## config.mk

```make
export PLATFORM = sky130hd
export DESIGN_NAME = dmem_arbiter_flat
export DESIGN_NICKNAME = d
export VERILOG_FILES = /design/src/rtl/dmem_arbiter_if.sv /design/src/rtl/dmem_arbiter.sv /design/src/flat_wrapper.sv
export SDC_FILE = /design/constraint.sdc
export NUM_CORES = 1
export LEC_CHECK = 0
export ABC_AREA = 1
export BUFFER_PORTS_ARGS = -buffer_cell sky130_fd_sc_hd__buf_4
export CAP_MARGIN = 5
export CORE_AREA = 2 2 119 121
export DETAILED_ROUTE_END_ITERATION = 10
export DIE_AREA = 0 0 121 123
export PLACE_DENSITY = 0.85
export SETUP_SLACK_MARGIN = 0.4
export SLEW_MARGIN = 20
export SYNTH_ARGS = -nofsm -noshare
export SYNTH_HDL_FRONTEND = slang
export SYNTH_SLANG_ARGS = --single-unit
```

## constraint.sdc

```tcl
create_clock -name clk -period 2.1 [get_ports clk]
set_clock_uncertainty 0.2 [all_clocks]
set_input_delay 0.63 -clock clk [delete_from_list [all_inputs] [get_ports clk]]
set_output_delay 0.63 -clock clk [all_outputs]
set_load 0.02 [all_outputs]
```

## src/rtl/dmem_arbiter_if.sv

```systemverilog
// dmem_arbiter_if: bus bundle between the two requesters, the data RAM and
// the dmem_arbiter. The "slave" modport is the arbiter's view; the "master"
// modport is the environment's view (requesters plus the RAM q return).
interface dmem_arbiter_if #(
  parameter int AW = 32,
  parameter int DW = 32
);
  // Port 0 (CPU data side)
  logic          req0;
  logic          we0;
  logic [AW-1:0] addr0;
  logic [DW-1:0] wdata0;
  logic          gnt0;
  logic          rvalid0;
  logic [DW-1:0] rdata0;

  // Port 1 (secondary master)
  logic          req1;
  logic          we1;
  logic [AW-1:0] addr1;
  logic [DW-1:0] wdata1;
  logic          gnt1;
  logic          rvalid1;
  logic [DW-1:0] rdata1;

  // Single-port synchronous RAM side
  logic [AW-1:0] ram_addr;
  logic [DW-1:0] ram_wdata;
  logic          ram_wren;
  logic [DW-1:0] ram_rdata;

  modport slave (
    input  req0, we0, addr0, wdata0,
    output gnt0, rvalid0, rdata0,
    input  req1, we1, addr1, wdata1,
    output gnt1, rvalid1, rdata1,
    output ram_addr, ram_wdata, ram_wren,
    input  ram_rdata
  );

  modport master (
    output req0, we0, addr0, wdata0,
    input  gnt0, rvalid0, rdata0,
    output req1, we1, addr1, wdata1,
    input  gnt1, rvalid1, rdata1,
    input  ram_addr, ram_wdata, ram_wren,
    output ram_rdata
  );
endinterface

```

## src/rtl/dmem_arbiter.sv

```systemverilog
// dmem_arbiter: two-requester arbiter in front of a single-port synchronous
// data RAM. Each access runs IDLE -> GRANT (-> WAIT for reads) -> IDLE.
// Ties are resolved round-robin using a last-served pointer.
// Build option: define DMEM_ARB_PRIO_EN for fixed priority (port 0 wins ties).
// RD_LAT is the RAM read latency in cycles, legal range 1..3.
module dmem_arbiter #(
  parameter int AW     = 32,
  parameter int DW     = 32,
  parameter int RD_LAT = 1
) (
  input  logic           clk,
  input  logic           rst,
  dmem_arbiter_if.slave  bus
);

  typedef enum logic [1:0] {
    ST_IDLE  = 2'd0,
    ST_GRANT = 2'd1,
    ST_WAIT  = 2'd2
  } state_t;

  state_t        state_r;
  logic [1:0]    cnt_r;
  logic          we_r;
  logic          sel_r;      // port being served: 0 or 1
  logic          last_r;     // last-served pointer
  logic          gnt0_r;
  logic          gnt1_r;
  logic          rvalid0_r;
  logic          rvalid1_r;
  logic          ram_wren_r;
  logic [AW-1:0] ram_addr_r;
  logic [DW-1:0] ram_wdata_r;
  logic [DW-1:0] rdata0_r;
  logic [DW-1:0] rdata1_r;

  logic          any_req_s;
  logic          win_s;      // winning port when any_req_s is high

  // Pick the winning requester for the current IDLE cycle.
  always_comb begin
    any_req_s = bus.req0 | bus.req1;
    win_s     = 1'b0;
    if (bus.req0 && bus.req1) begin
`ifdef DMEM_ARB_PRIO_EN
      win_s = 1'b0;
`else
      win_s = ~last_r;
`endif
    end else if (bus.req1) begin
      win_s = 1'b1;
    end else begin
      win_s = 1'b0;
    end
  end

  // Arbiter FSM with all outputs registered; pulses default low every cycle.
  always_ff @(posedge clk or negedge rst) begin
    if (!rst) begin
      state_r     <= ST_IDLE;
      cnt_r       <= 2'd0;
      we_r        <= 1'b0;
      sel_r       <= 1'b0;
      last_r      <= 1'b1;
      gnt0_r      <= 1'b0;
      gnt1_r      <= 1'b0;
      rvalid0_r   <= 1'b0;
      rvalid1_r   <= 1'b0;
      ram_wren_r  <= 1'b0;
      ram_addr_r  <= {AW{1'b0}};
      ram_wdata_r <= {DW{1'b0}};
      rdata0_r    <= {DW{1'b0}};
      rdata1_r    <= {DW{1'b0}};
    end else begin
      gnt0_r     <= 1'b0;
      gnt1_r     <= 1'b0;
      rvalid0_r  <= 1'b0;
      rvalid1_r  <= 1'b0;
      ram_wren_r <= 1'b0;
      case (state_r)
        ST_IDLE: begin
          if (any_req_s) begin
            sel_r  <= win_s;
            last_r <= win_s;
            if (win_s) begin
              we_r        <= bus.we1;
              ram_wren_r  <= bus.we1;
              ram_addr_r  <= bus.addr1;
              ram_wdata_r <= bus.wdata1;
              gnt1_r      <= 1'b1;
            end else begin
              we_r        <= bus.we0;
              ram_wren_r  <= bus.we0;
              ram_addr_r  <= bus.addr0;
              ram_wdata_r <= bus.wdata0;
              gnt0_r      <= 1'b1;
            end
            state_r <= ST_GRANT;
          end else begin
            state_r <= ST_IDLE;
          end
        end
        ST_GRANT: begin
          // The RAM commits a write / captures a read address on this edge.
          if (we_r) begin
            state_r <= ST_IDLE;
          end else begin
            cnt_r   <= 2'(RD_LAT);
            state_r <= ST_WAIT;
          end
        end
        ST_WAIT: begin
          cnt_r <= cnt_r - 2'd1;
          if (cnt_r == 2'd1) begin
            // RAM q is valid now; only the served port's rdata changes.
            if (sel_r) begin
              rdata1_r  <= bus.ram_rdata;
              rvalid1_r <= 1'b1;
            end else begin
              rdata0_r  <= bus.ram_rdata;
              rvalid0_r <= 1'b1;
            end
            state_r <= ST_IDLE;
          end else begin
            state_r <= ST_WAIT;
          end
        end
        default: begin
          state_r <= ST_IDLE;
        end
      endcase
    end
  end

  assign bus.gnt0      = gnt0_r;
  assign bus.gnt1      = gnt1_r;
  assign bus.rvalid0   = rvalid0_r;
  assign bus.rvalid1   = rvalid1_r;
  assign bus.rdata0    = rdata0_r;
  assign bus.rdata1    = rdata1_r;
  assign bus.ram_addr  = ram_addr_r;
  assign bus.ram_wdata = ram_wdata_r;
  assign bus.ram_wren  = ram_wren_r;

endmodule

```

## src/flat_wrapper.sv

```systemverilog
// flat-port wrapper written by rule: the top's interface ports become plain ports
module dmem_arbiter_flat 
#(
  parameter int AW     = 32,
  parameter int DW     = 32,
  parameter int RD_LAT = 1
)
  (clk, rst, bus_req0, bus_we0, bus_addr0, bus_wdata0, bus_gnt0, bus_rvalid0, bus_rdata0, bus_req1, bus_we1, bus_addr1, bus_wdata1, bus_gnt1, bus_rvalid1, bus_rdata1, bus_ram_addr, bus_ram_wdata, bus_ram_wren, bus_ram_rdata);
  dmem_arbiter_if #(.AW(AW), .DW(DW)) bus_i ();
  input  logic clk;
  input  logic rst;
  input wire logic [$bits(bus_i.req0)-1:0] bus_req0;
  input wire logic [$bits(bus_i.we0)-1:0] bus_we0;
  input wire logic [$bits(bus_i.addr0)-1:0] bus_addr0;
  input wire logic [$bits(bus_i.wdata0)-1:0] bus_wdata0;
  output wire logic [$bits(bus_i.gnt0)-1:0] bus_gnt0;
  output wire logic [$bits(bus_i.rvalid0)-1:0] bus_rvalid0;
  output wire logic [$bits(bus_i.rdata0)-1:0] bus_rdata0;
  input wire logic [$bits(bus_i.req1)-1:0] bus_req1;
  input wire logic [$bits(bus_i.we1)-1:0] bus_we1;
  input wire logic [$bits(bus_i.addr1)-1:0] bus_addr1;
  input wire logic [$bits(bus_i.wdata1)-1:0] bus_wdata1;
  output wire logic [$bits(bus_i.gnt1)-1:0] bus_gnt1;
  output wire logic [$bits(bus_i.rvalid1)-1:0] bus_rvalid1;
  output wire logic [$bits(bus_i.rdata1)-1:0] bus_rdata1;
  output wire logic [$bits(bus_i.ram_addr)-1:0] bus_ram_addr;
  output wire logic [$bits(bus_i.ram_wdata)-1:0] bus_ram_wdata;
  output wire logic [$bits(bus_i.ram_wren)-1:0] bus_ram_wren;
  input wire logic [$bits(bus_i.ram_rdata)-1:0] bus_ram_rdata;
  assign bus_i.req0 = bus_req0;
  assign bus_i.we0 = bus_we0;
  assign bus_i.addr0 = bus_addr0;
  assign bus_i.wdata0 = bus_wdata0;
  assign bus_gnt0 = bus_i.gnt0;
  assign bus_rvalid0 = bus_i.rvalid0;
  assign bus_rdata0 = bus_i.rdata0;
  assign bus_i.req1 = bus_req1;
  assign bus_i.we1 = bus_we1;
  assign bus_i.addr1 = bus_addr1;
  assign bus_i.wdata1 = bus_wdata1;
  assign bus_gnt1 = bus_i.gnt1;
  assign bus_rvalid1 = bus_i.rvalid1;
  assign bus_rdata1 = bus_i.rdata1;
  assign bus_ram_addr = bus_i.ram_addr;
  assign bus_ram_wdata = bus_i.ram_wdata;
  assign bus_ram_wren = bus_i.ram_wren;
  assign bus_i.ram_rdata = bus_ram_rdata;
  dmem_arbiter #(.AW(AW), .DW(DW), .RD_LAT(RD_LAT)) u_core (.clk(clk), .rst(rst), .bus(bus_i));
endmodule
```

==> flow_metrics.tcl <==
set metrics [dict create \
    start_kind "flip-flop" \
    clk_pin_slew_worst_paths_ns 0.06 \
    drt_wl_total_mm 20.73 \
    io_buffer_count 298 \
    pwr-share-clk_pct 17.8 \
    fmax_ghz 0.5525 \
    antenna_found_initial 0 \
    final_cell_mix "399 x nand2_1, 239 x buf_4, 139 x dfrtp_1, 134 x buf_6, 66 x nand3_1" \
    gp_congestion 0.8269 \
    whs_path_depth 2 \
    setup-tns-final_ns 0 \
    rr_worst_depth 7 \
    yosysTopAreaCell "dfrtp_1" \
    dr.pass1.iters 6 \
    power_density_nw_per_um2 1609 \
    r2r-start "u_core.cnt_r[1]$_DFFE_PN0P_" \
    ir_drop_v 0.0007596 \
    hpwlAfterDp_mm 12.33 \
    cts.path.max_buffers 2 \
    cts_tree "yes" \
    synth_area_leaders "dfrtp_1 57%, nand2_1 25%, nand3_1 5.4%" \
    synth_top_area_share_pct 56.55 \
    finalSetupViolCount 0 \
    start_util_pct 45.19 \
    synth.ff_latch_count 140 \
    cp_slowest_cell "dfrtp_1" \
    critPathTopFamily "flip-flops" \
    holdPathEnd "u_core.we_r$_DFFE_PN0P_" \
    placed_area_um2 8626 \
    grt_use_total_pct 25.88 \
    grt_pass1_vias 6134 \
    end_kind "output pin" \
    p_int_mw 9.935 \
    seq_power_share_pct 30.7 \
    ant_nets 0 \
    seqCellArea_um2 3505 \
    maxCapViolations 0 \
    drive_gt1_share_pct 36.89 \
    dieHeight_um 123 \
    syn_area_um2 6151 \
    rows 43 \
    avgViaCountPerCell 4.955 \
    cp_num_buf_inv 1 \
    io_pins 299 \
    netlist_instances 776 \
    drtIter0Drc 484 \
    leakage_nw 5.799 \
    grt_pass1_wl_mm 30.15 \
    num_vias 6560 \
    finalNonFillerCells 1324 \
    die_area_um2 14880 \
    multi_input_area_um2 2228 \
    crit_chain "buf_6" \
    syn-num-nets 943 \
    cts-buffers-inserted 17 \
    period_share_pct 86.19 \
    cts_root_buf "clkbuf_16" \
    holdWs_ns 0.2797 \
    fillers 902 \
    yosysSeqAreaShare_pct 56.98 \
    critical_path_class "reg -> out" \
    drc 0 \
    yosys_warnings 0 \
    slowest_delay_ns 0.42 \
    dp.cells 1221 \
    status "finished clean" \
    final.min_clock_period_ns 1.810 \
    r2r-end "u_core.bus.rdata0[19]$_DFFE_PN0P_" \
    arrival_ns 0.98 \
    cp_max_fo 2 \
    slew_headroom_pct 68.59 \
    fin_area_um2 10240 \
    power.switching_mw 6.532 \
    antenna_cells 0 \
    netSwitchingFraction_pct 39.67 \
    fin_nets 1298 \
    fp.dieW_um 121 \
    clock_latency_ns 0.41 \
    slew_violations 0 \
    tightest_slew_ns 0.4711 \
    final_common_cell "nand2_1" \
    rsz0062_at_grt "true" \
    grt_max_degree 67 \
    hold_path.class "reg -> reg" \
    fp.coreArea_um2 13610 \
    worstPathRequired_ns 1.27 \
    htree_levels 4 \
    yosysUniqueCellTypes 15 \
    finalHoldViolCount 0 \
    routedWlPerCell_um 15.66 \
    cts_sinks 140 \
    synth.avg_cell_area_um2 7.926 \
    syn_to_final_growth_pct 66.42 \
    r2r_slack_ns 0.43 \
    gr-total-overflow 0 \
    combPwrFrac_pct 51.5 \
    min_from "u_core.we_r$_DFFE_PN0P_" \
]
-- registers in the layout, indices dropped and copies added, names as in the netlist --
register              flops
u_core.bus.ram_addr      32
u_core.bus.ram_wdata     32
u_core.bus.rdata0        32
u_core.bus.rdata1        32
u_core.cnt_r              2
u_core.state_r            2
u_core.bus.gnt0           1
u_core.bus.gnt1           1
u_core.bus.ram_wren       1
u_core.bus.rvalid0        1
u_core.bus.rvalid1        1
u_core.last_r             1
u_core.sel_r              1
u_core.we_r               1
-- per-layer routing --
| layer | part of all wire [%] | track usage, % | up-vias |
|---|---|---|---|
| met3 | 8.7 | 8.303 | 41 |
| met2 | 51 | 45.15 | 325 |
| li1 | - | - | 3108 |
| met5 | 0 | 0 | - |
| met4 | 2.0 | 9.084 | 0 |
| met1 | 39 | 30.05 | 3086 |
-- layout make-up --
| cell class | count | area share [%] |
|---|---|---|
| well taps | 180 | 2.200 |
| flip-flops and latches | 140 | 34.24 |
| multi-input cells | 542 | 21.77 |
| clock buffers | 18 | 4.193 |
| clock inverters | 14 | 1.430 |
| repair buffers | 385 | 34.52 |
| inverters | 45 | 1.650 |
-- worst max-delay path by stage --
stage | startpoint | to | slack [ns] | cells after the start
CTS | u_core.bus.rdata0[1]$_DFFE_PN0P_ | bus_rdata0[1] | 0.26 | 1
global route | u_core.bus.rdata0[1]$_DFFE_PN0P_ | bus_rdata0[1] | 0.26 | 1
detailed placement | bus_req1 | u_core.bus.ram_addr[11]$_DFFE_PN0P_ | 0.14 | 6
floorplan | bus_req0 | u_core.bus.ram_wdata[22]$_DFFE_PN0P_ | 0.51 | 8
global placement | bus_req1 | u_core.bus.ram_wdata[10]$_DFFE_PN0P_ | 0.16 | 6
finish | u_core.bus.rdata0[1]$_DFFE_PN0P_ | bus_rdata0[1] | 0.29 | 1
-- synthesized netlist by cell type (all sizes together) --
master / instances
nand2: 402
dfrtp: 139
nand3: 66
o21ai: 66
inv: 45
buf: 34
clkbuf: 15
nor2: 6
dfstp: 1
ha: 1
nand4: 1
-- logic make-up after synthesis --
kind of cell / count (synthesis) / share of synthesized area, %
adders and majority gates: 1 / 0.2034
DFF: 140 / 56.98
AOI/OAI and AO/OA: 66 / 5.370
and+or+nand+nor: 475 / 30.45
buffers and inverters: 94 / 6.997
-- metrics by stage --
stage                     worst slack, ns  power, mW  utilization [%]
after floorplan                    0.5088      8.327                -
after global placement             0.1588      11.17            63.37
after detailed placement           0.1389      11.36            63.37
after CTS                          0.2610      15.75            73.21
after global routing               0.2597      17.36            75.20
final                              0.2901      16.47            75.20
-- timing repair --
action                                  CTS  global route
hold endpoints to repair                 37             0
resized for setup                       133             2
setup buffers                            34            36
endpoints found under the setup margin  133           135
pin swaps                                 0             0
hold buffers                              1             0
-- power by group through the flow --
stage	Clock [mW]	Combinational [mW]	Sequential, mW
after floorplan	0	2.10	6.23
after global placement	0	6.43	4.75
after detailed placement	0	6.58	4.78
after CTS	2.95	7.82	4.98
after global routing	3.10	9.09	5.17
final	2.93	8.48	5.06
(Power assumes the default switching activity.)
